## src/rtl/i2c_target_regfile.sv

```systemverilog
// ---------------------------------------------------------------------------
// i2c_target_regfile
//
// I2C target that answers a bus master on an open-drain SDA/SCL pair and
// exposes four 16-bit registers selected by a pointer byte, laid out like an
// ADS1115: 0 = conversion (read-only, live conv_data), 1 = config,
// 2 = lo threshold, 3 = hi threshold. Serves as an in-fabric ADC stand-in.
//
// Ports
//   clk_clk        in   system clock, at least 20x the SCL rate
//   reset_reset_n  in   asynchronous active-low reset
//   i2c_scl_in     in   SCL sampled from the pad
//   i2c_sda_in     in   SDA sampled from the pad
//   i2c_sda_oe     out  1 = pull SDA low, 0 = release (never drives high)
//   conv_data      in   live conversion value returned for pointer 0
//   cfg_reg        out  config register
//   lo_thresh      out  lo threshold register
//   hi_thresh      out  hi threshold register
//   wr_strobe      out  one-cycle pulse when a full 16-bit write commits
//   busy           out  high from address match until STOP / repeated START
//
// Build option
//   I2C_TGT_GLITCH_FILTER_EN : when defined, synced SCL and SDA each pass a
//   3-sample majority filter (2 extra clk_clk of latency, pulses of one
//   clk_clk or less are suppressed). Port list is identical either way.
// ---------------------------------------------------------------------------
module i2c_target_regfile #(
    parameter logic [6:0]  DEV_ADDR    = 7'h48,
    parameter logic [15:0] CFG_RST     = 16'h8583,
    parameter int          SYNC_STAGES = 2
) (
    input  logic        clk_clk,
    input  logic        reset_reset_n,
    input  logic        i2c_scl_in,
    input  logic        i2c_sda_in,
    output logic        i2c_sda_oe,
    input  logic [15:0] conv_data,
    output logic [15:0] cfg_reg,
    output logic [15:0] lo_thresh,
    output logic [15:0] hi_thresh,
    output logic        wr_strobe,
    output logic        busy
);

    typedef enum logic [3:0] {
        IDLE, ADDR, ADDR_ACK, PTR, PTR_ACK, WR_MSB, WR_MSB_ACK, WR_LSB,
        WR_LSB_ACK, RD_MSB, RD_MSB_ACK, RD_LSB, RD_LSB_ACK
    } state_t;

    // ---- stage: pad synchronizers ----
    logic [SYNC_STAGES-1:0] scl_sync_q, scl_sync_d;
    logic [SYNC_STAGES-1:0] sda_sync_q, sda_sync_d;
    logic                   scl_s, sda_s;
    logic                   scl_cur, sda_cur;

    always_comb begin
        scl_sync_d = {scl_sync_q[SYNC_STAGES-2:0], i2c_scl_in};
        sda_sync_d = {sda_sync_q[SYNC_STAGES-2:0], i2c_sda_in};
    end

    // Idle bus is high on both lines, so the synchronizers reset to 1.
    always_ff @(posedge clk_clk or negedge reset_reset_n) begin
        if (!reset_reset_n) begin
            scl_sync_q <= '1;
            sda_sync_q <= '1;
        end else begin
            scl_sync_q <= scl_sync_d;
            sda_sync_q <= sda_sync_d;
        end
    end

    assign scl_s = scl_sync_q[SYNC_STAGES-1];
    assign sda_s = sda_sync_q[SYNC_STAGES-1];

    // ---- stage: optional majority filter ----
`ifdef I2C_TGT_GLITCH_FILTER_EN
    function automatic logic maj3(input logic a, input logic b, input logic c);
        return (a & b) | (a & c) | (b & c);
    endfunction

    logic [1:0] scl_hist_q, scl_hist_d, sda_hist_q, sda_hist_d;
    logic       scl_filt_q, scl_filt_d, sda_filt_q, sda_filt_d;

    always_comb begin
        scl_hist_d = {scl_hist_q[0], scl_s};
        sda_hist_d = {sda_hist_q[0], sda_s};
        scl_filt_d = maj3(scl_s, scl_hist_q[0], scl_hist_q[1]);
        sda_filt_d = maj3(sda_s, sda_hist_q[0], sda_hist_q[1]);
    end

    always_ff @(posedge clk_clk or negedge reset_reset_n) begin
        if (!reset_reset_n) begin
            scl_hist_q <= '1;
            sda_hist_q <= '1;
            scl_filt_q <= 1'b1;
            sda_filt_q <= 1'b1;
        end else begin
            scl_hist_q <= scl_hist_d;
            sda_hist_q <= sda_hist_d;
            scl_filt_q <= scl_filt_d;
            sda_filt_q <= sda_filt_d;
        end
    end

    assign scl_cur = scl_filt_q;
    assign sda_cur = sda_filt_q;
`else
    assign scl_cur = scl_s;
    assign sda_cur = sda_s;
`endif

    // ---- stage: edge / condition detection ----
    logic scl_prev_q, scl_prev_d, sda_prev_q, sda_prev_d;
    logic scl_rise, scl_fall, start_det, stop_det;

    always_comb begin
        scl_prev_d = scl_cur;
        sda_prev_d = sda_cur;
    end

    assign scl_rise  =  scl_cur & ~scl_prev_q;
    assign scl_fall  = ~scl_cur &  scl_prev_q;
    assign start_det =  scl_cur &  scl_prev_q &  sda_prev_q & ~sda_cur;
    assign stop_det  =  scl_cur &  scl_prev_q & ~sda_prev_q &  sda_cur;

    // ---- stage: protocol FSM and register file ----
    state_t      state_q, state_d;
    logic [2:0]  bit_cnt_q, bit_cnt_d;
    logic [1:0]  ptr_q, ptr_d;
    logic        rw_q, rw_d;
    logic        mack_q, mack_d;
    logic        sda_oe_q, sda_oe_d;
    logic        busy_q, busy_d;
    logic        wr_strobe_q, wr_strobe_d;
    logic [15:0] cfg_q, cfg_d, lo_q, lo_d, hi_q, hi_d;
    logic [6:0]  shreg_q, shreg_d;
    logic [7:0]  msb_q, msb_d;
    logic [15:0] shadow_q, shadow_d;

    logic [7:0]  rx_byte;
    logic [15:0] sel_reg;
    logic [3:0]  tx_idx;

    assign rx_byte = {shreg_q, sda_cur};
    // Bit index into the shadow word for the bit driven after the current fall.
    assign tx_idx  = {state_q == RD_MSB, 3'd7 - bit_cnt_q};

    always_comb begin
        case (ptr_q)
            2'd0:    sel_reg = conv_data;
            2'd1:    sel_reg = cfg_q;
            2'd2:    sel_reg = lo_q;
            default: sel_reg = hi_q;
        endcase
    end

    always_comb begin
        state_d     = state_q;
        bit_cnt_d   = bit_cnt_q;
        ptr_d       = ptr_q;
        rw_d        = rw_q;
        mack_d      = mack_q;
        sda_oe_d    = sda_oe_q;
        busy_d      = busy_q;
        wr_strobe_d = 1'b0;
        cfg_d       = cfg_q;
        lo_d        = lo_q;
        hi_d        = hi_q;
        shreg_d     = shreg_q;
        msb_d       = msb_q;
        shadow_d    = shadow_q;

        if (start_det) begin
            state_d   = ADDR;
            bit_cnt_d = 3'd0;
            sda_oe_d  = 1'b0;
            busy_d    = 1'b0;
        end else if (stop_det) begin
            state_d   = IDLE;
            bit_cnt_d = 3'd0;
            sda_oe_d  = 1'b0;
            busy_d    = 1'b0;
        end else begin
            case (state_q)
                ADDR, PTR, WR_MSB, WR_LSB: begin
                    if (scl_rise) begin
                        shreg_d   = rx_byte[6:0];
                        bit_cnt_d = bit_cnt_q + 3'd1;
                        if (bit_cnt_q == 3'd7) begin
                            case (state_q)
                                ADDR: begin
                                    if (rx_byte[7:1] == DEV_ADDR) begin
                                        state_d = ADDR_ACK;
                                        busy_d  = 1'b1;
                                        rw_d    = rx_byte[0];
                                    end else begin
                                        state_d = IDLE;
                                    end
                                end
                                PTR: begin
                                    ptr_d   = rx_byte[1:0];
                                    state_d = PTR_ACK;
                                end
                                WR_MSB: begin
                                    msb_d   = rx_byte;
                                    state_d = WR_MSB_ACK;
                                end
                                default: begin
                                    state_d = WR_LSB_ACK;
                                    // Pointer 0 is read-only: byte is ACKed, data dropped.
                                    if (ptr_q != 2'd0) begin
                                        wr_strobe_d = 1'b1;
                                        case (ptr_q)
                                            2'd1:    cfg_d = {msb_q, rx_byte};
                                            2'd2:    lo_d  = {msb_q, rx_byte};
                                            default: hi_d  = {msb_q, rx_byte};
                                        endcase
                                    end
                                end
                            endcase
                        end
                    end
                end
                ADDR_ACK, PTR_ACK, WR_MSB_ACK, WR_LSB_ACK: begin
                    // Entered on the 8th rise with SDA released: the first fall
                    // starts the ACK pulse, the second fall ends it.
                    if (scl_fall) begin
                        if (!sda_oe_q) begin
                            sda_oe_d = 1'b1;
                        end else begin
                            sda_oe_d = 1'b0;
                            case (state_q)
                                ADDR_ACK: begin
                                    if (rw_q) begin
                                        state_d  = RD_MSB;
                                        shadow_d = sel_reg;
                                        sda_oe_d = ~sel_reg[15];
                                    end else begin
                                        state_d = PTR;
                                    end
                                end
                                PTR_ACK:    state_d = WR_MSB;
                                WR_MSB_ACK: state_d = WR_LSB;
                                default:    state_d = WR_MSB;
                            endcase
                        end
                    end
                end
                RD_MSB, RD_LSB: begin
                    if (scl_rise) begin
                        bit_cnt_d = bit_cnt_q + 3'd1;
                    end else if (scl_fall) begin
                        // Counter wrapped to 0 on the 8th rise: byte is out,
                        // release SDA for the master's ACK bit.
                        if (bit_cnt_q == 3'd0) begin
                            sda_oe_d = 1'b0;
                            state_d  = (state_q == RD_MSB) ? RD_MSB_ACK : RD_LSB_ACK;
                        end else begin
                            sda_oe_d = ~shadow_q[tx_idx];
                        end
                    end
                end
                RD_MSB_ACK, RD_LSB_ACK: begin
                    if (scl_rise) begin
                        mack_d = ~sda_cur;
                    end else if (scl_fall) begin
                        if (!mack_q) begin
                            state_d = IDLE;
                        end else if (state_q == RD_MSB_ACK) begin
                            state_d  = RD_LSB;
                            sda_oe_d = ~shadow_q[7];
                        end else begin
                            state_d  = RD_MSB;
                            shadow_d = sel_reg;
                            sda_oe_d = ~sel_reg[15];
                        end
                    end
                end
                default: ;
            endcase
        end
    end

    always_ff @(posedge clk_clk or negedge reset_reset_n) begin
        if (!reset_reset_n) begin
            scl_prev_q  <= 1'b1;
            sda_prev_q  <= 1'b1;
            state_q     <= IDLE;
            bit_cnt_q   <= 3'd0;
            ptr_q       <= 2'd0;
            rw_q        <= 1'b0;
            mack_q      <= 1'b0;
            sda_oe_q    <= 1'b0;
            busy_q      <= 1'b0;
            wr_strobe_q <= 1'b0;
            cfg_q       <= CFG_RST;
            lo_q        <= 16'h8000;
            hi_q        <= 16'h7FFF;
        end else begin
            scl_prev_q  <= scl_prev_d;
            sda_prev_q  <= sda_prev_d;
            state_q     <= state_d;
            bit_cnt_q   <= bit_cnt_d;
            ptr_q       <= ptr_d;
            rw_q        <= rw_d;
            mack_q      <= mack_d;
            sda_oe_q    <= sda_oe_d;
            busy_q      <= busy_d;
            wr_strobe_q <= wr_strobe_d;
            cfg_q       <= cfg_d;
            lo_q        <= lo_d;
            hi_q        <= hi_d;
        end
    end

    // Datapath holding registers carry no reset; they are always loaded
    // before they are used.
    always_ff @(posedge clk_clk) begin
        shreg_q  <= shreg_d;
        msb_q    <= msb_d;
        shadow_q <= shadow_d;
    end

    assign i2c_sda_oe = sda_oe_q;
    assign cfg_reg    = cfg_q;
    assign lo_thresh  = lo_q;
    assign hi_thresh  = hi_q;
    assign wr_strobe  = wr_strobe_q;
    assign busy       = busy_q;

endmodule

```

## config.mk

```make
export PLATFORM = sky130hd
export DESIGN_NAME = i2c_target_regfile
export DESIGN_NICKNAME = d
export VERILOG_FILES = /design/src/rtl/i2c_target_regfile.sv
export SDC_FILE = /design/constraint.sdc
export NUM_CORES = 1
export LEC_CHECK = 0
export BUFFER_PORTS_ARGS = -buffer_cell sky130_fd_sc_hd__buf_2
export CAP_MARGIN = 20
export CORE_MARGIN = 2
export CORE_UTILIZATION = 57
export CTS_CLUSTER_DIAMETER = 60
export DETAILED_ROUTE_END_ITERATION = 8
export GPL_TIMING_DRIVEN = 0
export PLACE_DENSITY = 0.9
export SYNTH_ARGS = -nofsm -noshare
export SYNTH_HDL_FRONTEND = slang
export SYNTH_SLANG_ARGS = --single-unit
```

## constraint.sdc

```tcl
create_clock -name clk_clk -period 5.6 [get_ports clk_clk]
set_input_delay 0.84 -clock clk_clk [delete_from_list [all_inputs] [get_ports clk_clk]]
set_output_delay 0.84 -clock clk_clk [all_outputs]
set_load 0.01 [all_outputs]
```

======== Yosys cells after proc, flatten, opt, wreduce, memory -nomap -nowiden ========
Index checks and enable logic that the tools add are counted.
word-level totals
  input bits .............................. 20
  output and inout port bits .............. 51
  register bits ........................... 99
  logic and storage cells ................. 168
operators by class
  $lt $le $gt $ge ......................... 1
  equality and inequality tests ........... 34
  reductions and logical operators ........ 32
  bitwise logic cells ..................... 18
  muxes and demuxes ....................... 63
  add/sub/neg operators ................... 2
operators by type and width
  kind                  count
  $mux W16              8
  $mux W4               13
  $pmux W16 S3          1
  $ne A4 B4 Y1 const B  10
  $pmux W16 S2          1
  $mux W1               28
  $reduce_and A8 Y1     3
  $eq A4 B4 Y1 const B  5
  $reduce_bool A3 Y1    6
  $eq A4 B3 Y1 const B  4
  $ne A2 B2 Y1 const B  8
  $pmux W4 S4           1
  $mux W3               5
  $reduce_and A7 Y1     2
  $pmux W4 S3           1
  $reduce_and A6 Y1     2
  $not A1 Y1            11
  $reduce_and A11 Y1    1
  $reduce_and A10 Y1    1
  $eq A4 B2 Y1 const B  2
  $pmux W4 S2           1
  $reduce_and A4 Y1     2
  $reduce_or A4 Y1      2
  $and A1 B1 Y1         7
  other kinds (21)      25

======== Depth between registers and ports, before layout ========
Gate-level depths: netlist of run 1.
  depth after elaboration ................. 10
  depth in mapped cells ................... 8
  mapped depth without buffers ............ 7

======== Worst setup path before layout of run 1 ========
OpenSTA, ideal clock, no wires.
  path type ............................... register to register
  start point ............................. reg state_q[1]
  end point ............................... reg shadow_q[0], enable pin
  data required time ...................... 5.206 ns
  stages on the path, launching flop included .. 7
  setup slack ............................. 3.225 ns
  period minus slack after synthesis ...... 2.375 ns
  arrival time ............................ 1.980 ns
  path buffers ............................ 2
  setup time .............................. 0.394 ns
  cells stage by stage .................... dfrtp_1 > clkbuf_1 > buf_2 > xnor2_1 > nor3b_1 > nand2_1 > a21oi_1
between the ends
  word-level cells in the longest chain between the ends .. 4
  elaborated cells between the ends (all ways) .. 18
  classes of those cells .................. eq/ne (14); reduce/logical (4)
RTL lines
  element                                                              RTL line  RTL
  start: declaration                                                   127       state_t state_q, state_d;
  start signal: assignment                                             302       state_q <= state_d;
  $eq A4 B3 Y1 (tied with other cells)                                 184       case (state_q)
  $reduce_or A4 Y1 or $reduce_or A2 Y1 (tied branches)                 184
  $ne A2 B2 Y1 (no source line) or $reduce_bool A2 Y1 (tied branches)  n/a
  $reduce_and A11 Y1 (no source line) (*)                              n/a
  end signal: assignment                                               321       shadow_q <= shadow_d;
  end: declaration                                                     138       logic [15:0] shadow_q, shadow_d;
Mark *: on every way between the ends. The rest lies on a longest branch, timed or not.
A chain may end at the register's enable or synchronous reset.

======== Final worst setup path of run 1 ========
  start point ............................. reg state_q[1]
  end point ............................... reg shadow_q[5], enable pin
Same word-level chain as after synthesis.

==> results of run 1 <==
worst max-delay path, stage by stage, from the launching register on:
cell	delay (ns)
dfrtp_1	0.33
clkbuf_1	0.31
nor2b_1	0.52
nand3_1	0.23
a21oi_2	0.79
power groups by stage:
stage          sequential [mW]  combinational [mW]  clock (mW)
2_1_floorplan            0.819               0.250           0
3_3_place_gp             0.827               0.330           0
3_5_place_dp             0.829               0.338           0
4_1_cts                  0.815               0.341       0.448
5_1_grt                  0.821               0.375       0.478
6_report                 0.817               0.345       0.444
final cells by class:
type                       instances  area share, %
timing repair buffer              70           6.42
multi-input combinational        203           35.2
clock buffer                      12           2.84
inverter                          24           1.64
clock inverter                     4          0.569
buffer                            23           2.41
tap                              105           2.39
sequential                        99           48.5
synth_stat cells (all sizes together):
| cell | number |
|---|---|
| a211o | 1 |
| mux4 | 4 |
| dfstp | 28 |
| or3 | 1 |
| o22ai | 1 |
| buf | 9 |
| o21ba | 1 |
| nor3b | 1 |
| nand3 | 9 |
| edfxtp | 31 |
| maj3 | 2 |
| a31oi | 2 |
| nand2b | 4 |
| ha | 7 |
| nor2b | 5 |
| and3 | 1 |
| a21oi | 9 |
| inv | 24 |
| o21ai | 4 |
| o211ai | 4 |
| mux2 | 51 |
| and3b | 1 |
| clkbuf | 14 |
| a221oi | 1 |
| and2b | 2 |
| nand4 | 3 |
| a2111oi | 1 |
| mux2i | 21 |
| nand3b | 2 |
| a311oi | 1 |
| and2 | 1 |
| a222oi | 16 |
| nor3 | 3 |
| xnor2 | 3 |
| dfrtp | 40 |
| a22o | 1 |
| nor4b | 4 |
| nor4 | 3 |
| nand2 | 14 |
| and4b | 1 |
| nor2 | 14 |
| a211oi | 3 |
| a21boi | 1 |
worst max-delay path by stage:
| stage | start | end | slack (ns) | cells past startpoint |
|---|---|---|---|---|
| after floorplan | state_q[1] | shadow_q[0] | 3.23 | 6 |
| after global placement | state_q[3] | shadow_q[0] | 2.68 | 5 |
| after detailed placement | state_q[1] | shadow_q[2] | 3.06 | 4 |
| after CTS | state_q[1] | shadow_q[0] | 3.05 | 4 |
| after global routing | state_q[1] | shadow_q[5] | 2.83 | 4 |
| final | state_q[1] | shadow_q[5] | 3.02 | 4 |
kinds of logic after synthesis:
kind of cell             after synthesis  synth area share, %
XOR/XNOR                               3                0.545
AND/OR/NAND/NOR                       69                 9.05
flip-flops                            99                 55.3
adder cells (fa/ha/maj)                9                 2.23
multiplexers                          76                 20.5
AO/OA/AOI/OAI                         46                 7.78
buffers and inverters                 47                 4.62
per-layer routing:
metal | GRT usage, % | routed length (microns) | up-vias
met5 | 0 | 0 | -
met4 | 8.69 | 189 | 0
met3 | 4.23 | 611 | 18
met2 | 43.2 | 5820 | 117
met1 | 36.0 | 4800 | 1685
li1 | - | - | 1456
through the flow:
stage               utilization (%)  area [sq um]  cells  power (mW)
CTS                            66.9          5500    540        1.60
global placement               64.6          5310    524        1.16
global route                   66.9          5500    540        1.67
floorplan                         -          4820    349        1.07
detailed placement             64.6          5310    524        1.17
finish                         66.9          5500    540        1.61
==> summary.txt, run 1 <==
Status
  – Status: complete, no violations

STA
  – Final Hold Vio Count: 0
  – Final period utilization: 46.0%
  – Max-slew violation count: 0
  – Final setup margin: 3.02 ns
  – Fmax achieved: 388 MHz
  – Max Clock Skew: 0.0121 ns
  – Fin Setup TNS: 0 ns
  – Worst slew margin relative to its limit: 37.4%
  – Slew of the pin with the lowest slew margin: 0.938 ns
  – Final worst hold slack: 0.360 ns
  – Final setup vio count: 0
  – Final critical path time including I/O delays and setup: 2.58 ns
  – RSZ-0062 raised after global routing: false

Routing
  – Detailed Route WL: 11.4 mm
  – Detailed Route Iter0 Violations: 340
  – Detailed-routing iteration count for the pre-antenna-repair pass: 6
  – DR vias/cell: 6.07
  – DR vias: 3276
  – Post-route antenna net violation count: 0
  – Routed wire per std cell: 21.1 microns
  – DRC violation count after routing: 0

Floorplan
  – Die Footprint: 0.00921 sq mm
  – Area of the core region: 0.00822 sq mm
  – Number of I/O pins: 71
  – DIE WIDTH: 96.0 microns
  – Die height: 96.0 microns
  – Initial core utilization: 58.7%
  – Number of core rows: 33

Clocking
  – Post-CTS setup buffer count: 0
  – Sinks on the clock net: 99
  – CTS tree: yes
  – Num CTS Buffers: 9
  – Worst-case clock buffer depth: 2
  – Post-cts gate resize count: 0
  – Number of buffers inserted for hold repair after clock tree synthesis: 0
  – Root buffer selected by CTS: clkbuf_8
  – Clk Latency, worst-skew pair: 0.36 ns
  – H-tree Lvls: 3
  – Clock transition time at the flip-flop clock pins of the worst setup and hold paths: 0.09 ns

Power
  – Internal Pwr Total: 1.11 mW
  – Power per cell area: 292 mW/mm^2
  – Leakage power: 2.48 nW
  – Switching power as a share of total power: 30.9%
  – Net switching power figure: 0.496 mW
  – Share of total power in combinational logic: 21.5%
  – Clock share of power: 27.7%
  – Reg power frac: 50.9%
  – Largest voltage drop on the vdd net: 0.158 mV

Synthesis
  – Number of nets in the synthesized netlist: 376
  – Register bit count reported by yosys: 99
  – Dominant cell type by area after synthesis: dfrtp_1
  – Sequential area share after synthesis: 55.3%
  – Count of distinct cell types in the synthesized netlist: 53
  – Cell types occupying the most area after synthesis: dfrtp_1, edfxtp_1, dfstp_2
  – Synthesized area per cell: 13.8 sq um
  – Top cell type's share of synthesized area: 20.8%
  – Total standard cell area after synthesis: 0.00482 sq mm
  – Synthesis Warnings: 0
  – Number of cells produced by synthesis: 349

Run
  – Max-cap check violation count: 0

Finish
  – Commonest cells after routing, fill and taps aside: buf_2, dfrtp_1, edfxtp_1
  – Diodes inserted: 0
  – Share of cells above drive strength 1: 42.3%
  – Multi-input gate area: 0.00194 sq mm
  – Total area of sequential cells: 0.00267 sq mm
  – P&R area growth vs syn: 14.0%
  – Filler cells: 573
  – Count of nets after finishing: 457
  – Most frequent standard cell in the layout excluding fill and tap cells: buf_2

Critical path
  – Required time of the worst setup path: 5.58 ns
  – Arrival @ worst endpoint: 2.56 ns
  – End of the worst register-to-register path: shadow_q[5]
  – Register-to-register path setup slack: 3.02 ns
  – Category of the critical setup timing path: reg -> reg
  – Max Fanout on Critical Path: 16
  – Startpoint of the lowest-slack register-to-register path: state_q[1]
  – CP startpoint kind: flip-flop
  – Count of cells along the worst register-to-register path: 4
  – Kind of end point of the critical path: flip-flop

Placement
  – Post-Place Setup Slack: 3.06 ns
  – Final HPWL from detailed placement: 7.82 mm
  – Buffers added on ports: 70
  – Placer's final routability congestion estimate: 0.862

Global route
  – Overall overflow remaining after global route: 0
  – Initial antenna violation count: 0
  – Largest net degree at the start of global routing: 69
  – Global-route wire length before repair: 17.7 mm
  – All-layer global routing usage: 26.3%
  – Number of global-route vias before repair: 3255

Hold path
  – Hold depth: 0
  – Hold WC Path Type: reg -> reg
  – Hold path endpoint: sda_sync_q[1]
  – Hold_sp: sda_sync_q[0]
(Power assumes the default switching activity.)
==> inputs of run 2 (changes only) <==
- CORE_UTILIZATION: 57 -> 52
- PLACE_DENSITY: 0.9 -> 0.87
- clock period: 5.6 -> 2.25 ns (I/O delays scaled with it)
==> summary.txt, run 2 (synthesis results as in run 1) <==
Critical path
  – Required time of the worst setup path: 2.57 ns
  – Arrival @ worst endpoint: 2.49 ns
  – Kind of end point of the critical path: flip-flop
  – Register-to-register path setup slack: 0.08 ns
  – Max Fanout on Critical Path: 10
  – Category of the critical setup timing path: reg -> reg
  – CP startpoint kind: flip-flop

Floorplan
  – Area of the core region: 0.00911 sq mm
  – Die height: 100 microns
  – Die Footprint: 0.0101 sq mm
  – Initial core utilization: 53.0%
  – DIE WIDTH: 100 microns
  – Number of core rows: 35
  – Number of I/O pins: 71

Placement
  – Buffers added on ports: 70
  – Placer's final routability congestion estimate: 0.880
  – Final HPWL from detailed placement: 7.60 mm
  – Post-Place Setup Slack: -0.255 ns

Clocking
  – Worst-case clock buffer depth: 2
  – Clk Latency, worst-skew pair: 0.39 ns
  – Root buffer selected by CTS: clkbuf_8
  – Clock transition time at the flip-flop clock pins of the worst setup and hold paths: 0.12 ns
  – Sinks on the clock net: 99
  – Num CTS Buffers: 9
  – Number of buffers inserted for hold repair after clock tree synthesis: 0
  – CTS tree: yes
  – H-tree Lvls: 3

Routing
  – DR vias/cell: 6.04
  – DR vias: 3318
  – Detailed Route WL: 11.1 mm
  – Post-route antenna net violation count: 0
  – DRC violation count after routing: 0
  – Routed wire per std cell: 20.2 microns
  – Detailed-routing iteration count for the pre-antenna-repair pass: 5
  – Detailed Route Iter0 Violations: 523

STA
  – Fmax achieved: 460 MHz
  – Max Clock Skew: 0.0174 ns
  – Slew of the pin with the lowest slew margin: 0.837 ns
  – Final period utilization: 96.6%
  – Final setup margin: 0.0767 ns
  – Max-slew violation count: 0
  – Final critical path time including I/O delays and setup: 2.17 ns
  – Final Hold Vio Count: 0
  – Worst slew margin relative to its limit: 44.2%
  – Final setup vio count: 0

Global route
  – All-layer global routing usage: 22.9%
  – Number of global-route vias before repair: 3322
  – Largest net degree at the start of global routing: 69
  – Initial antenna violation count: 0
  – Overall overflow remaining after global route: 0
  – Global-route wire length before repair: 17.5 mm

Finish
  – P&R area growth vs syn: 15.7%
  – Diodes inserted: 0
  – Count of nets after finishing: 460
  – Post-layout utilization of the core: 61.3%
  – Commonest cells after routing, fill and taps aside: buf_2, dfrtp_1, edfxtp_1
  – Filler cells: 702
  – Share of cells above drive strength 1: 45.0%
  – Most frequent standard cell in the layout excluding fill and tap cells: buf_2

Status
  – Status: complete, no violations

Power
  – Largest voltage drop on the vdd net: 0.482 mV
  – Leakage power: 2.52 nW
  – Power per cell area: 731 mW/mm^2

Hold path
  – Hold WC Path Type: in -> async

Run
  – Max-cap check violation count: 0
-- run 2: cell count changes in the layout (fill, tap and decap cells not counted), sizes merged --
cell,change
clkinv,+1
inv,+2
clkbuf,-6
buf,+6
-- run 2: worst max-delay path, stage by stage (launching register included) --
cell,delay [ns]
dfstp_2,0.57
nor2b_4,0.21
nand3b_4,0.15
nor3_4,0.33
and3b_1,0.23
buf_6,0.15
buf_12,0.15
mux2_4,0.31
-- run 2: repair_timing --
action / in CTS / in global routing
setup buffers: 2 / 4
gates resized for setup: 3 / 4
hold endpoints to repair: 0 / 0
endpoints found under the setup margin: 18 / 41
pin swaps: 2 / 2
-- run 2: path summary, 6_finish.rpt --
| path | from | to | cells after the start |
|---|---|---|---|
| max reg2reg | scl_sync_q[1] | hi_thresh[11] | 7 |
| max in group asynchronous | reset_reset_n | rw_q | 1 |
| min | reset_reset_n | cfg_reg[6] | 1 |
| min in group clk_clk | i2c_scl_in | scl_sync_q[0] | 1 |
| min reg2reg | sda_sync_q[0] | sda_sync_q[1] | 0 |
| max | scl_sync_q[1] | hi_thresh[11] | 7 |
-- run 2: where the power goes --
group	switching [mW]	internal, mW
Clock	0.712	0.436
Combinational	0.543	0.357
Sequential	0.0880	1.95
-- run 2: area by class of cell --
| cell class | count | area (sq um) | share of cell area [%] |
|---|---|---|---|
| sequential | 99 | 2670 | 47.8 |
| multi-input combinational | 203 | 1960 | 35.0 |
| timing repair buffer | 76 | 410 | 7.35 |
| tap | 111 | 139 | 2.49 |
| clock buffer | 9 | 124 | 2.22 |
| buffer | 20 | 124 | 2.22 |
| inverter | 24 | 90.1 | 1.61 |
| clock inverter | 7 | 70.1 | 1.26 |
-- run 2: per-layer routing --
metal	share of wire, %	vias up	routed length (microns)	track usage, %
met5	0	-	0	0
met4	2.3	0	258	9.17
met3	6.5	30	716	4.67
met2	50	182	5490	36.4
met1	42	1648	4610	31.0
li1	-	1458	-	-
-- run 2: through the flow --
| stage | std cells | hold slack [ns] | instance area (sq um) | power (mW) | TNS [ns] |
|---|---|---|---|---|---|
| after floorplan | 349 | 0.0419 | 4830 | 2.66 | 0 |
| after global placement | 530 | 0.347 | 5320 | 2.87 | -2.98 |
| after detailed placement | 530 | 0.347 | 5320 | 2.90 | -4.06 |
| after CTS | 548 | 0.0404 | 5560 | 4.05 | 0 |
| after global routing | 549 | 0.0345 | 5580 | 4.27 | -0.0117 |
| final | 549 | 0.0364 | 5580 | 4.08 | 0 |
==> inputs of run 3 (changes only) <==
- CELL_PAD_IN_SITES_DETAIL_PLACEMENT: unset -> 1
- CELL_PAD_IN_SITES_GLOBAL_PLACEMENT: unset -> 1
- CORE_UTILIZATION: 52 -> 42
- PLACE_DENSITY: 0.87 -> 0.86
==> summary.txt, run 3 (synthesis results as in run 1) <==
Status
  – Status: complete, no violations

Power
  – Power per cell area: 783 mW/mm^2
  – Largest voltage drop on the vdd net: 0.420 mV
  – Net switching power figure: 1.38 mW
  – Internal Pwr Total: 3.14 mW
  – Share of total power in combinational logic: 20.8%
  – Switching power as a share of total power: 30.6%
  – Reg power frac: 45.7%
  – Leakage power: 2.58 nW
  – Clock share of power: 33.5%

Clocking
  – Clk Latency, worst-skew pair: 0.35 ns
  – Sinks on the clock net: 99
  – Worst-case clock buffer depth: 2
  – Clock transition time at the flip-flop clock pins of the worst setup and hold paths: 0.07 ns
  – CTS tree: yes
  – Num CTS Buffers: 9
  – Root buffer selected by CTS: clkbuf_16
  – H-tree Lvls: 3

Critical path
  – Startpoint of the most critical setup path: scl_sync_q[1]
  – Kind of end point of the critical path: flip-flop
  – Arrival @ worst endpoint: 2.48 ns
  – Startpoint of the lowest-slack register-to-register path: scl_sync_q[1]
  – End of the worst register-to-register path: hi_thresh[12]
  – Required time of the worst setup path: 2.52 ns
  – Count of cells along the worst register-to-register path: 8
  – CP startpoint kind: flip-flop
  – Category of the critical setup timing path: reg -> reg
  – Max Fanout on Critical Path: 10
  – Register-to-register path setup slack: 0.04 ns

Global route
  – All-layer global routing usage: 22.0%
  – Number of global-route vias before repair: 3635
  – Initial antenna violation count: 0
  – Largest net degree at the start of global routing: 69
  – Global-route wire length before repair: 21.0 mm
  – Overall overflow remaining after global route: 0

Floorplan
  – Initial core utilization: 42.6%
  – Number of core rows: 39
  – Area of the core region: 0.0113 sq mm
  – Number of I/O pins: 71
  – DIE WIDTH: 111 microns
  – Die height: 111 microns
  – Die Footprint: 0.0124 sq mm

STA
  – Final period utilization: 98.1%
  – Final setup vio count: 0
  – Final Hold Vio Count: 0
  – Fmax achieved: 453 MHz
  – Max-slew violation count: 0
  – Slew of the pin with the lowest slew margin: 0.882 ns
  – Final setup margin: 0.0418 ns
  – Max Clock Skew: 0.0103 ns
  – Final critical path time including I/O delays and setup: 2.21 ns
  – Final worst hold slack: 0.0853 ns
  – Worst slew margin relative to its limit: 41.2%

Placement
  – Buffers added on ports: 70
  – Placer's final routability congestion estimate: 0.831
  – Final HPWL from detailed placement: 9.04 mm
  – Placed cell area: 0.00536 sq mm
  – Post-Place Setup Slack: -0.316 ns

Routing
  – Detailed-routing iteration count for the pre-antenna-repair pass: 5
  – Detailed Route WL: 13.5 mm
  – DR vias/cell: 5.85
  – DRC violation count after routing: 0
  – Routed wire per std cell: 23.4 microns
  – Post-route antenna net violation count: 0
  – Detailed Route Iter0 Violations: 290
  – DR vias: 3395

Hold path
  – Hold depth: 1
  – Hold WC Path Type: in -> reg
  – Hold_sp: i2c_scl_in
  – Hold path endpoint: scl_sync_q[0]

Finish
  – P&R area growth vs syn: 19.7%
  – Most frequent standard cell in the layout excluding fill and tap cells: buf_2
  – Commonest cells after routing, fill and taps aside: buf_2, dfrtp_1, edfxtp_1
  – Filler cells: 1173
  – Multi-input gate area: 0.00201 sq mm
  – Total area of sequential cells: 0.00267 sq mm
  – Count of nets after finishing: 459
  – Diodes inserted: 0
  – Share of cells above drive strength 1: 46.9%
  – Final design instance area without fill: 0.00577 sq mm

Run
  – Max-cap check violation count: 0
-- run 3: stage by stage --
step                power (mW)  TNS, ns  instances  util, %
finish                    4.52        0        580     51.0
detailed placement        2.93    -6.15        562     47.3
global route              4.69  -0.0404        580     51.0
global placement          2.89    -3.63        562     47.3
CTS                       4.47        0        581     50.5
floorplan                 2.66        0        349        -
-- run 3: final cells by class --
class	instances	share of cell area [%]
plain buffers	20	2.19
clock buffers	11	4.40
clock inverters	5	0.585
inverters	24	1.56
multi-input cells	203	34.7
flip-flops and latches	99	46.2
well taps	143	3.10
repair buffers	75	7.20
-- run 3: per-layer routing --
metal | track usage [%] | vias to the layer above | part of all wire (%)
met4 | 6.83 | 0 | 1.4
met1 | 29.3 | 1781 | 41
met2 | 37.0 | 127 | 53
li1 | - | 1470 | -
met3 | 3.88 | 17 | 4.6
met5 | 0 | - | 0
-- run 3: worst max-delay path by stage --
stage	end	slack [ns]	depth (start not counted)
after CTS	hi_thresh[12]	0.003	8
after detailed placement	shadow_q[1]	-0.32	6
final	hi_thresh[12]	0.04	8
after floorplan	shadow_q[0]	0.21	6
after global placement	shadow_q[1]	-0.22	6
after global routing	hi_thresh[12]	-0.01	8
-- run 3: timing repair --
| action | CTS | global route |
|---|---|---|
| setup buffers | 4 | 1 |
| endpoints found under the setup margin | 48 | 68 |
| hold buffers | 0 | 0 |
| gates resized for setup | 4 | 18 |
| pin swaps | 3 | 2 |
-- run 3: power by group through the flow --
stage	Sequential, mW	Clock, mW	Combinational [mW]
finish	2.06	1.51	0.942
floorplan	2.04	0	0.624
global placement	2.06	0	0.823
detailed placement	2.07	0	0.868
global route	2.07	1.61	1.01
CTS	2.04	1.53	0.903
-- run 3: worst max-delay path, cell delays in order (launching register included) --
cell and delay (ns):
dfstp_2 0.57, nor2b_4 0.19, nand3b_4 0.14, nor3_4 0.19, buf_4 0.17, and3b_1 0.21
buf_6 0.16, buf_12 0.16, mux2_4 0.32
